<file path="config.mk">
export PLATFORM = sky130hd
export DESIGN_NAME = ssd_scan_decoder
export DESIGN_NICKNAME = d
export VERILOG_FILES = /design/src/rtl/ssd_scan_decoder.sv
export SDC_FILE = /design/constraint.sdc
export NUM_CORES = 1
export LEC_CHECK = 0
export CORE_MARGIN = 1.5
export CORE_UTILIZATION = 60
export DETAILED_ROUTE_END_ITERATION = 8
export DONT_BUFFER_PORTS = 1
export GPL_ROUTABILITY_DRIVEN = 0
export PLACE_DENSITY = 0.81
export SYNTH_ARGS = -nofsm -noshare
export SYNTH_HDL_FRONTEND = slang
export SYNTH_SLANG_ARGS = --single-unit
</file>
<file path="constraint.sdc">
create_clock -name ClkPort -period 6.5 [get_ports ClkPort]
set_input_delay 0.975 -clock ClkPort [delete_from_list [all_inputs] [get_ports ClkPort]]
set_output_delay 0.975 -clock ClkPort [all_outputs]
set_load 0.01 [all_outputs]
</file>
<file path="src/rtl/ssd_scan_decoder.sv">
// ssd_scan_decoder
// Recovers the four hex digits shown on a multiplexed, active-low seven-segment
// display by watching its anode and cathode lines. A digit is sampled only after
// its anode/cathode pattern has held steady for SETTLE_CYCLES cycles; once all
// four digits have been captured the frame is committed to `value`.
//
// state  | meaning
// -------+-----------------------------------------------------------------
// IDLE   | no single anode selected (all off, or several low: anode fault watch)
// SETTLE | one anode low, counting stable cycles before sampling the digit
// HOLD   | digit sampled, waiting for the anode/cathode pattern to move on

module ssd_scan_decoder #(
  parameter int unsigned SETTLE_CYCLES = 16
) (
  input  logic        ClkPort,
  input  logic        Reset,
  input  logic [3:0]  An,
  input  logic [7:0]  Cath,
  output logic [15:0] value,
  output logic        frame_valid,
  output logic [3:0]  digit_seen,
  output logic        pattern_err,
  output logic        anode_err
);

  localparam logic [15:0] SETTLE_LIM = 16'(SETTLE_CYCLES);

  typedef enum logic [1:0] {
    IDLE   = 2'd0,
    SETTLE = 2'd1,
    HOLD   = 2'd2
  } state_t;

  // Input registers and their one-cycle-old copies for change detection
  logic [3:0]       r_an;
  logic [7:0]       r_cath;
  logic [3:0]       r_an_prev;
  logic [6:0]       r_seg_prev;

  // Control state
  state_t           r_state;
  state_t           w_state_nxt;
  logic [15:0]      r_cnt;
  logic [15:0]      w_cnt_nxt;

  // Captured data
  logic [3:0][3:0]  r_shadow;
  logic [15:0]      r_value;
  logic             r_frame_valid;
  logic [3:0]       r_seen;
  logic [3:0]       w_seen_nxt;
  logic             r_perr;
  logic             r_aerr;

  // Decode helpers
  logic [6:0]       w_seg;
  logic             w_changed;
  logic             w_onehot;
  logic             w_all_off;
  logic             w_multi;
  logic [1:0]       w_idx;
  logic             w_dec_valid;
  logic [3:0]       w_dec_nibble;
  logic             w_sample;
  logic             w_set_aerr;
  logic             w_commit;

  // Dp (bit 0) never takes part in decode or change detection.
  assign w_seg     = r_cath[7:1];
  assign w_changed = (r_an != r_an_prev) || (w_seg != r_seg_prev);
  assign w_all_off = (r_an == 4'b1111);
  assign w_multi   = !w_onehot && !w_all_off;
  assign w_commit  = (r_seen == 4'b1111);

  // Register the raw display lines once and keep last cycle's copy
  always_ff @(posedge ClkPort) begin
    if (Reset) begin
      r_an       <= 4'b1111;
      r_cath     <= 8'hFF;
      r_an_prev  <= 4'b1111;
      r_seg_prev <= 7'b1111111;
    end else begin
      r_an       <= An;
      r_cath     <= Cath;
      r_an_prev  <= r_an;
      r_seg_prev <= r_cath[7:1];
    end
  end

  // Identify a single active-low anode and which digit it selects
  always_comb begin
    w_onehot = 1'b0;
    w_idx    = 2'd0;
    case (r_an)
      4'b1110: begin w_onehot = 1'b1; w_idx = 2'd0; end
      4'b1101: begin w_onehot = 1'b1; w_idx = 2'd1; end
      4'b1011: begin w_onehot = 1'b1; w_idx = 2'd2; end
      4'b0111: begin w_onehot = 1'b1; w_idx = 2'd3; end
      default: begin w_onehot = 1'b0; w_idx = 2'd0; end
    endcase
  end

  // Map an active-low abcdefg pattern to a hex nibble
  always_comb begin
    w_dec_valid  = 1'b1;
    w_dec_nibble = 4'h0;
    case (w_seg)
      7'b0000001: w_dec_nibble = 4'h0;
      7'b1001111: w_dec_nibble = 4'h1;
      7'b0010010: w_dec_nibble = 4'h2;
      7'b0000110: w_dec_nibble = 4'h3;
      7'b1001100: w_dec_nibble = 4'h4;
      7'b0100100: w_dec_nibble = 4'h5;
      7'b0100000: w_dec_nibble = 4'h6;
      7'b0001111: w_dec_nibble = 4'h7;
      7'b0000000: w_dec_nibble = 4'h8;
      7'b0000100: w_dec_nibble = 4'h9;
      7'b0001000: w_dec_nibble = 4'hA;
      7'b1100000: w_dec_nibble = 4'hB;
      7'b0110001: w_dec_nibble = 4'hC;
      7'b1000010: w_dec_nibble = 4'hD;
      7'b0110000: w_dec_nibble = 4'hE;
      7'b0111000: w_dec_nibble = 4'hF;
      default: begin
        w_dec_valid  = 1'b0;
        w_dec_nibble = 4'h0;
      end
    endcase
  end

  // FSM state and settle counter registers
  always_ff @(posedge ClkPort) begin
    if (Reset) begin
      r_state <= IDLE;
      r_cnt   <= 16'd0;
    end else begin
      r_state <= w_state_nxt;
      r_cnt   <= w_cnt_nxt;
    end
  end

  // Next-state, counter and sample/fault strobes. The counter holds the number
  // of consecutive cycles (including the current one) the pattern has been
  // stable; it stops at SETTLE_LIM, so it never wraps.
  always_comb begin
    w_state_nxt = r_state;
    w_cnt_nxt   = r_cnt;
    w_sample    = 1'b0;
    w_set_aerr  = 1'b0;
    case (r_state)
      IDLE: begin
        if (w_onehot) begin
          w_cnt_nxt   = 16'd1;
          w_state_nxt = SETTLE;
        end else if (w_multi) begin
          // Several anodes low: same stability window, but it only flags a fault.
          if (w_changed) begin
            w_cnt_nxt = 16'd1;
          end else if (r_cnt >= SETTLE_LIM) begin
            w_set_aerr = 1'b1;
          end else begin
            w_cnt_nxt = r_cnt + 16'd1;
          end
        end else begin
          w_cnt_nxt = 16'd0;
        end
      end
      SETTLE: begin
        if (w_changed) begin
          w_cnt_nxt   = w_all_off ? 16'd0 : 16'd1;
          w_state_nxt = w_onehot ? SETTLE : IDLE;
        end else if (r_cnt >= SETTLE_LIM) begin
          w_sample    = 1'b1;
          w_state_nxt = HOLD;
        end else begin
          w_cnt_nxt = r_cnt + 16'd1;
        end
      end
      HOLD: begin
        if (w_changed) begin
          w_cnt_nxt   = w_all_off ? 16'd0 : 16'd1;
          w_state_nxt = w_onehot ? SETTLE : IDLE;
        end
      end
      default: begin
        w_state_nxt = IDLE;
        w_cnt_nxt   = 16'd0;
      end
    endcase
  end

  // Seen flags: a commit clears them, but a digit captured in the same cycle
  // keeps its bit so it counts toward the next frame.
  always_comb begin
    w_seen_nxt = w_commit ? 4'b0000 : r_seen;
    if (w_sample && w_dec_valid) begin
      w_seen_nxt[w_idx] = 1'b1;
    end
  end

  // Shadow capture, frame commit and sticky error flags
  always_ff @(posedge ClkPort) begin
    if (Reset) begin
      r_shadow      <= '0;
      r_value       <= 16'h0000;
      r_frame_valid <= 1'b0;
      r_seen        <= 4'b0000;
      r_perr        <= 1'b0;
      r_aerr        <= 1'b0;
    end else begin
      r_seen        <= w_seen_nxt;
      r_frame_valid <= w_commit;
      // Commit reads the shadows before any same-cycle sample lands in them.
      if (w_commit) begin
        r_value <= r_shadow;
      end
      if (w_sample) begin
        if (w_dec_valid) begin
          r_shadow[w_idx] <= w_dec_nibble;
        end else begin
          r_perr <= 1'b1;
        end
      end
      if (w_set_aerr) begin
        r_aerr <= 1'b1;
      end
    end
  end

  assign value       = r_value;
  assign frame_valid = r_frame_valid;
  assign digit_seen  = r_seen;
  assign pattern_err = r_perr;
  assign anode_err   = r_aerr;

endmodule

</file>
* After elaboration in Yosys (flattened, before gate mapping)
Index checks and enable logic that the tools add are counted.
** Word-level totals
- Input port bits :: 14
- Output and inout port bits :: 23
- Register bits after elaboration :: 80
** Operators by class
- Equal/unequal tests :: 28
- Reductions and logical operators :: 13
- Bitwise gates (word level) :: 2
- Order comparisons :: 3
- $add $sub $neg :: 1
- Multiplexer cells :: 31
** Operator list (number)
- 16-bit two-way mux :: 6
- 4-bit case mux with 15 select lines :: 1
- 16-bit case mux with 3 select lines :: 1
- 7-bit by 6-bit equality test with 1-bit output (second input constant) :: 5
- 7-bit equality test (second input constant) :: 4
- 4-bit equality test (second input constant) :: 5
- 16-bit by 1-bit adder with 16-bit output (second input constant) :: 1
- 16-bit bitwise mux :: 1
- 16-bit by 5-bit greater-or-equal comparator with 1-bit output (second input constant) :: 1
- 16-bit OR reduction :: 1
- 7-bit by 3-bit equality test with 1-bit output (second input constant) :: 2
- 7-bit by 4-bit equality test with 1-bit output (second input constant) :: 2
- 4-bit two-way mux :: 3
- 2-bit case mux with 3 select lines :: 2
- 1-bit two-way mux :: 11
- 4-bit demux with 2-bit select :: 1
- 2-bit two-way mux :: 4
- 7-bit by 1-bit equality test with 1-bit output (second input constant) :: 1
- 7-bit by 5-bit equality test with 1-bit output (second input constant) :: 1
- 7-bit zero test :: 1
- 7-bit inequality test :: 1
- 4-bit by 3-bit equality test with 1-bit output (second input constant) :: 1
- 2-bit inequality test (second input constant) :: 2
- 4-bit inequality test :: 1
- 15 further kinds :: 19

* Depth between registers and ports, before layout
- Depth in word-level cells :: 8
- Mapped depth :: 7
- Gate-level depth less buffers :: 5

* Worst setup path before layout
No wires, ideal clock.
- Kind :: reg2reg
- From :: register r_cath[1]
- To :: register r_shadow[11] (netlist bit)
- Setup slack :: 4.397 ns
- Clock period less this slack :: 2.103 ns
- Arrival time :: 2.018 ns
- Cell stages (with the launch flop) :: 7
- Path buffers :: 1
- Path through :: dfxtp_1 buf_6 or4b_1 a211o_1 o311a_4 a311o_1 a211oi_1
** On the way
- Longest elaborated chain between the ends :: 5
- Elaborated cells on any way between the ends :: 25
- Classes of those cells :: eq/ne: 16; mux: 5; reduce/logical: 4
** Ends and longest elaborated chain
- from (decl) :: RTL line 37 : logic [7:0] r_cath;
- from (signal assigned) :: RTL line 85 : r_cath <= Cath;
- branches (longest 5 deep; another with 16-bit OR reduction)
- to (signal, indexed assignment) :: RTL line 220 : r_shadow[w_idx] <= w_dec_nibble;
- to (decl) :: RTL line 48 : logic [3:0][3:0] r_shadow;
Several ways; the timed one is not identified.
A chain may end at the register's enable or synchronous reset.

* Worst setup path after layout
- From :: register r_cath[7]
- To :: register r_cnt[4]
** On the way
- Longest elaborated chain between the ends :: 6
- Elaborated cells on any way between the ends :: 8
- Classes of those cells :: eq/ne: 2; mux: 5; reduce/logical: 1
** Ends and longest elaborated chain
- 7-bit inequality test * :: RTL line 71 : assign w_changed = (r_an != r_an_prev) || (w_seg != r_seg_prev);
- 1-bit logical OR * :: RTL line 71
- 16-bit two-way mux :: RTL line 158 : if (w_changed) begin
- 16-bit two-way mux :: RTL line 156 : end else if (w_multi) begin
- 16-bit two-way mux :: RTL line 153 : if (w_onehot) begin
- 16-bit case mux with 3 select lines :: RTL line 151 : case (r_state)
- to (signal assigned) :: RTL line 139 : r_cnt <= w_cnt_nxt;
- to (decl) :: RTL line 44 : logic [15:0] r_cnt;
Mark *: on every way between the ends. The rest lies on a longest branch, timed or not.

==> run_results.csv <==
group,metric,value,unit
outcome,outcome,"finished clean",
final_layout,final_core_util,63.8,%
sta,fin_crit_sh,39.7,%
power_and_ir_drop,power_density,265,nW/um2
global_routing,grt_max_degree,70,
routing,ant_nets,0,
placed_design,dp_cells,434,
global_routing,grt_pass1_wl,10.7,mm
placed_design,dp_slack,3940,ps
setup_path,cp.arrival,2880,ps
setup_path,cp_slowest_cell,"a211oi_1",
setup_path,crit_path_start_kind,"flop",
setup_path,path_class,"flop to flop",
sta,min_period,2580,ps
global_routing,gr-total-overflow,0,
sta,skew,9.58,ps
setup_path,r2r-end,"r_cnt[4]",
die,die_x,80.7,um
setup_path,reg2reg_from,"r_cath[7]",
routing,drt_iter0_markers,151,
power_and_ir_drop,combPwrFrac,5.2,%
global_routing,grt_pass1_vias,2451,
power_and_ir_drop,peakVddDrop,0.000176,V
clock_tree,path_clk_slew,80,ps
logic_synthesis,netlist_area,3620,um2
clock_tree,cts_buffers,9,
setup_path,critPathMaxStageDelay,910,ps
hold_path,hp-start,"r_shadow[6]",
power_and_ir_drop,swShare,21.9,%
power_and_ir_drop,power.leakage,1.39,nW
hold_path,hold_depth,2,
final_layout,antenna_cells,0,
setup_path,crit_path_max_fanout,20,
logic_synthesis,synth-edff-count,0,
sta,rsz0062_at_grt,"false",
logic_synthesis,syn_inst,387,
final_layout,seqCellArea,1580,um2
sta,slew_headroom,25.4,%
setup_path,worstPathCellList,"xnor2_1 -> and4_1 -> nand3_1 -> a211oi_1 -> a22o_1",
routing,vias,2654,
routing,drt_pass1_iterations,4,
global_routing,antenna_found_initial,0,
final_layout,finalNonFillerCells,450,
final_layout,area_growth_syn_to_layout,3.77,%
setup_path,startpoint,"r_cath[7]",
sta,hold_violations,0,
power_and_ir_drop,p_sw,218,uW
final_layout,drive_above_1_share,15.2,%
clock_tree,clockBufferDepth,2,
sta,setup_ws,3920,ps
setup_path,r2r_slack,3920,ps
logic_synthesis,ys_ff_latch,79,
routing,vias_per_cell,5.90,
flow_run,maxCapViolCount,0,
routing,wl_met1,2.99,mm
logic_synthesis,syn_nets,403,
routing,met3_length,280,um
clock_tree,cts_htree_levels,3,
final_layout,final_common_cell,"dfxtp_1",
power_and_ir_drop,pwr-share-clk,43.7,%
final_layout,multi_input_area,1790,um2
final_layout,final_cell_mix,"dfxtp_1, nand2_1, a21oi_1",
logic_synthesis,ys.flop_type,"dfxtp_1",
global_routing,grt_usage,21.6,%
hold_path,min_to,"value[6]",
sta,final_max_slew_viol_count,0,
routing,drt-wirelength-per-cell,14.3,um
die,ios,37,
setup_path,cp.required,6800,ps
die,coreArea,5890,um2
logic_synthesis,async_flop_share,0,%
die,core.rowCount,28,
power_and_ir_drop,p_int,777,uW
clock_tree,cts_root_buf,"clkbuf_8",
routing,wl_met2,3.04,mm
routing,highest_layer,"met4",
routing,drcViolationCount,0,
routing,routed_wl,6.45,mm
die,start_util,61.5,%
logic_synthesis,syn_avg_cell_area,9.35,um2
placed_design,place_hpwl,4.24,mm
sta,holdWs,449,ps
sta,tightest_slew,1110,ps
setup_path,reg2reg_depth,5,
placed_design,io_buffer_count,0,
final_layout,fin_nets,386,
clock_tree,ctsResizeCount,0,
clock_tree,cts-hold-fix-buffers,0,
clock_tree,cts_sinks,79,
die,die_h,80.7,um
clock_tree,cts_tree,"built",
logic_synthesis,synth_warnings,0,
die,die_area,6510,um2
power_and_ir_drop,pwr-share-seq,51.1,%
final_layout,final.fill_count,485,
sta,setup_viol,0,
logic_synthesis,ys_seq_area_share,43.7,%
setup_path,cp-end-kind,"flop",
sta,max_freq,387,MHz
hold_path,hold_class,"flop to flop",
clock_tree,clock_latency,360,ps
clock_tree,cts_setup_buffers,0,
logic_synthesis,synth_cell_type_count,64,
sta,finalSetupTns,0,ps
## synthesized netlist by cell type, drive strengths merged (4+ instances only)
cell type,n,share of area [%]
buf,14,3.5
dfxtp,79,44
nor4,11,1.9
and3,4,0.76
a211oi,9,1.9
and2,11,1.9
xnor2,15,4.5
inv,11,1.1
nor3,5,0.69
clkbuf,14,2.0
a21oi,24,3.3
nand2,49,5.1
o21ai,8,1.1
or2,23,4.0
and4,4,0.97
mux2i,12,3.3
nand4,5,1.2
nor2,8,0.83
nand2b,15,2.6
nand3,6,0.97
## power by group through the flow
stage | Combinational [mW] | Clock (mW) | Sequential [mW]
final | 0.0520 | 0.434 | 0.508
after global routing | 0.0586 | 0.466 | 0.510
after CTS | 0.0521 | 0.443 | 0.508
after detailed placement | 0.0516 | 0 | 0.519
after global placement | 0.0503 | 0 | 0.518
after floorplan | 0.0655 | 0 | 0.508
## critical path, delay by kind of cell (launching register included)
kind            cells  cell delay [ps]
compound gates      2             1180
flops               1              710
xor+xnor            1              220
simple gates        2              420
## how the worst max path moves through the flow
stage                              end  slack (ps)  cells after the start
after floorplan           r_shadow[11]        4400                      6
after global placement     r_shadow[3]        4010                      5
after detailed placement   r_shadow[3]        3940                      5
after CTS                     r_cnt[4]        3930                      5
after global routing          r_cnt[1]        3600                      5
final                         r_cnt[4]        3920                      5
## cells by family after synthesis
group           after synthesis  share of synthesized area, %
simple gates                161                          25.4
mux                          13                          3.63
fa+ha+maj                     3                         0.968
xor+xnor                     15                          4.46
flops                        79                          43.7
compound gates               77                          15.1
buf+inv                      39                          6.71
## layout make-up
cell class                 instances  area share [%]
tap                               75            2.50
multi-input combinational        269            47.8
sequential                        79            42.1
clock buffer                      10            3.40
clock inverter                     6            3.10
inverter                          11            1.10
## metrics by stage
step | power [mW] | instance area (um2)
detailed placement | 0.571 | 3510
global route | 1.03 | 3750
finish | 0.995 | 3750
global placement | 0.569 | 3510
floorplan | 0.573 | 3620
CTS | 1.00 | 3750
## state kept, by name, indices dropped and copies added, names as in the netlist, 2 cells and up
| name | count |
|---|---|
| r_an | 4 |
| r_an_prev | 4 |
| r_seg_prev | 7 |
| digit_seen | 4 |
| r_state | 2 |
| r_shadow | 16 |
| r_cnt | 16 |
| r_cath | 7 |
| value | 16 |
## routing by layer
metal  track usage [%]  vias up
met5                 0        -
met4              10.7        0
met3              7.61        7
met2              34.6       62
met1              25.4     1253
li1                  -     1332
Power figures use the tool's default switching activity.
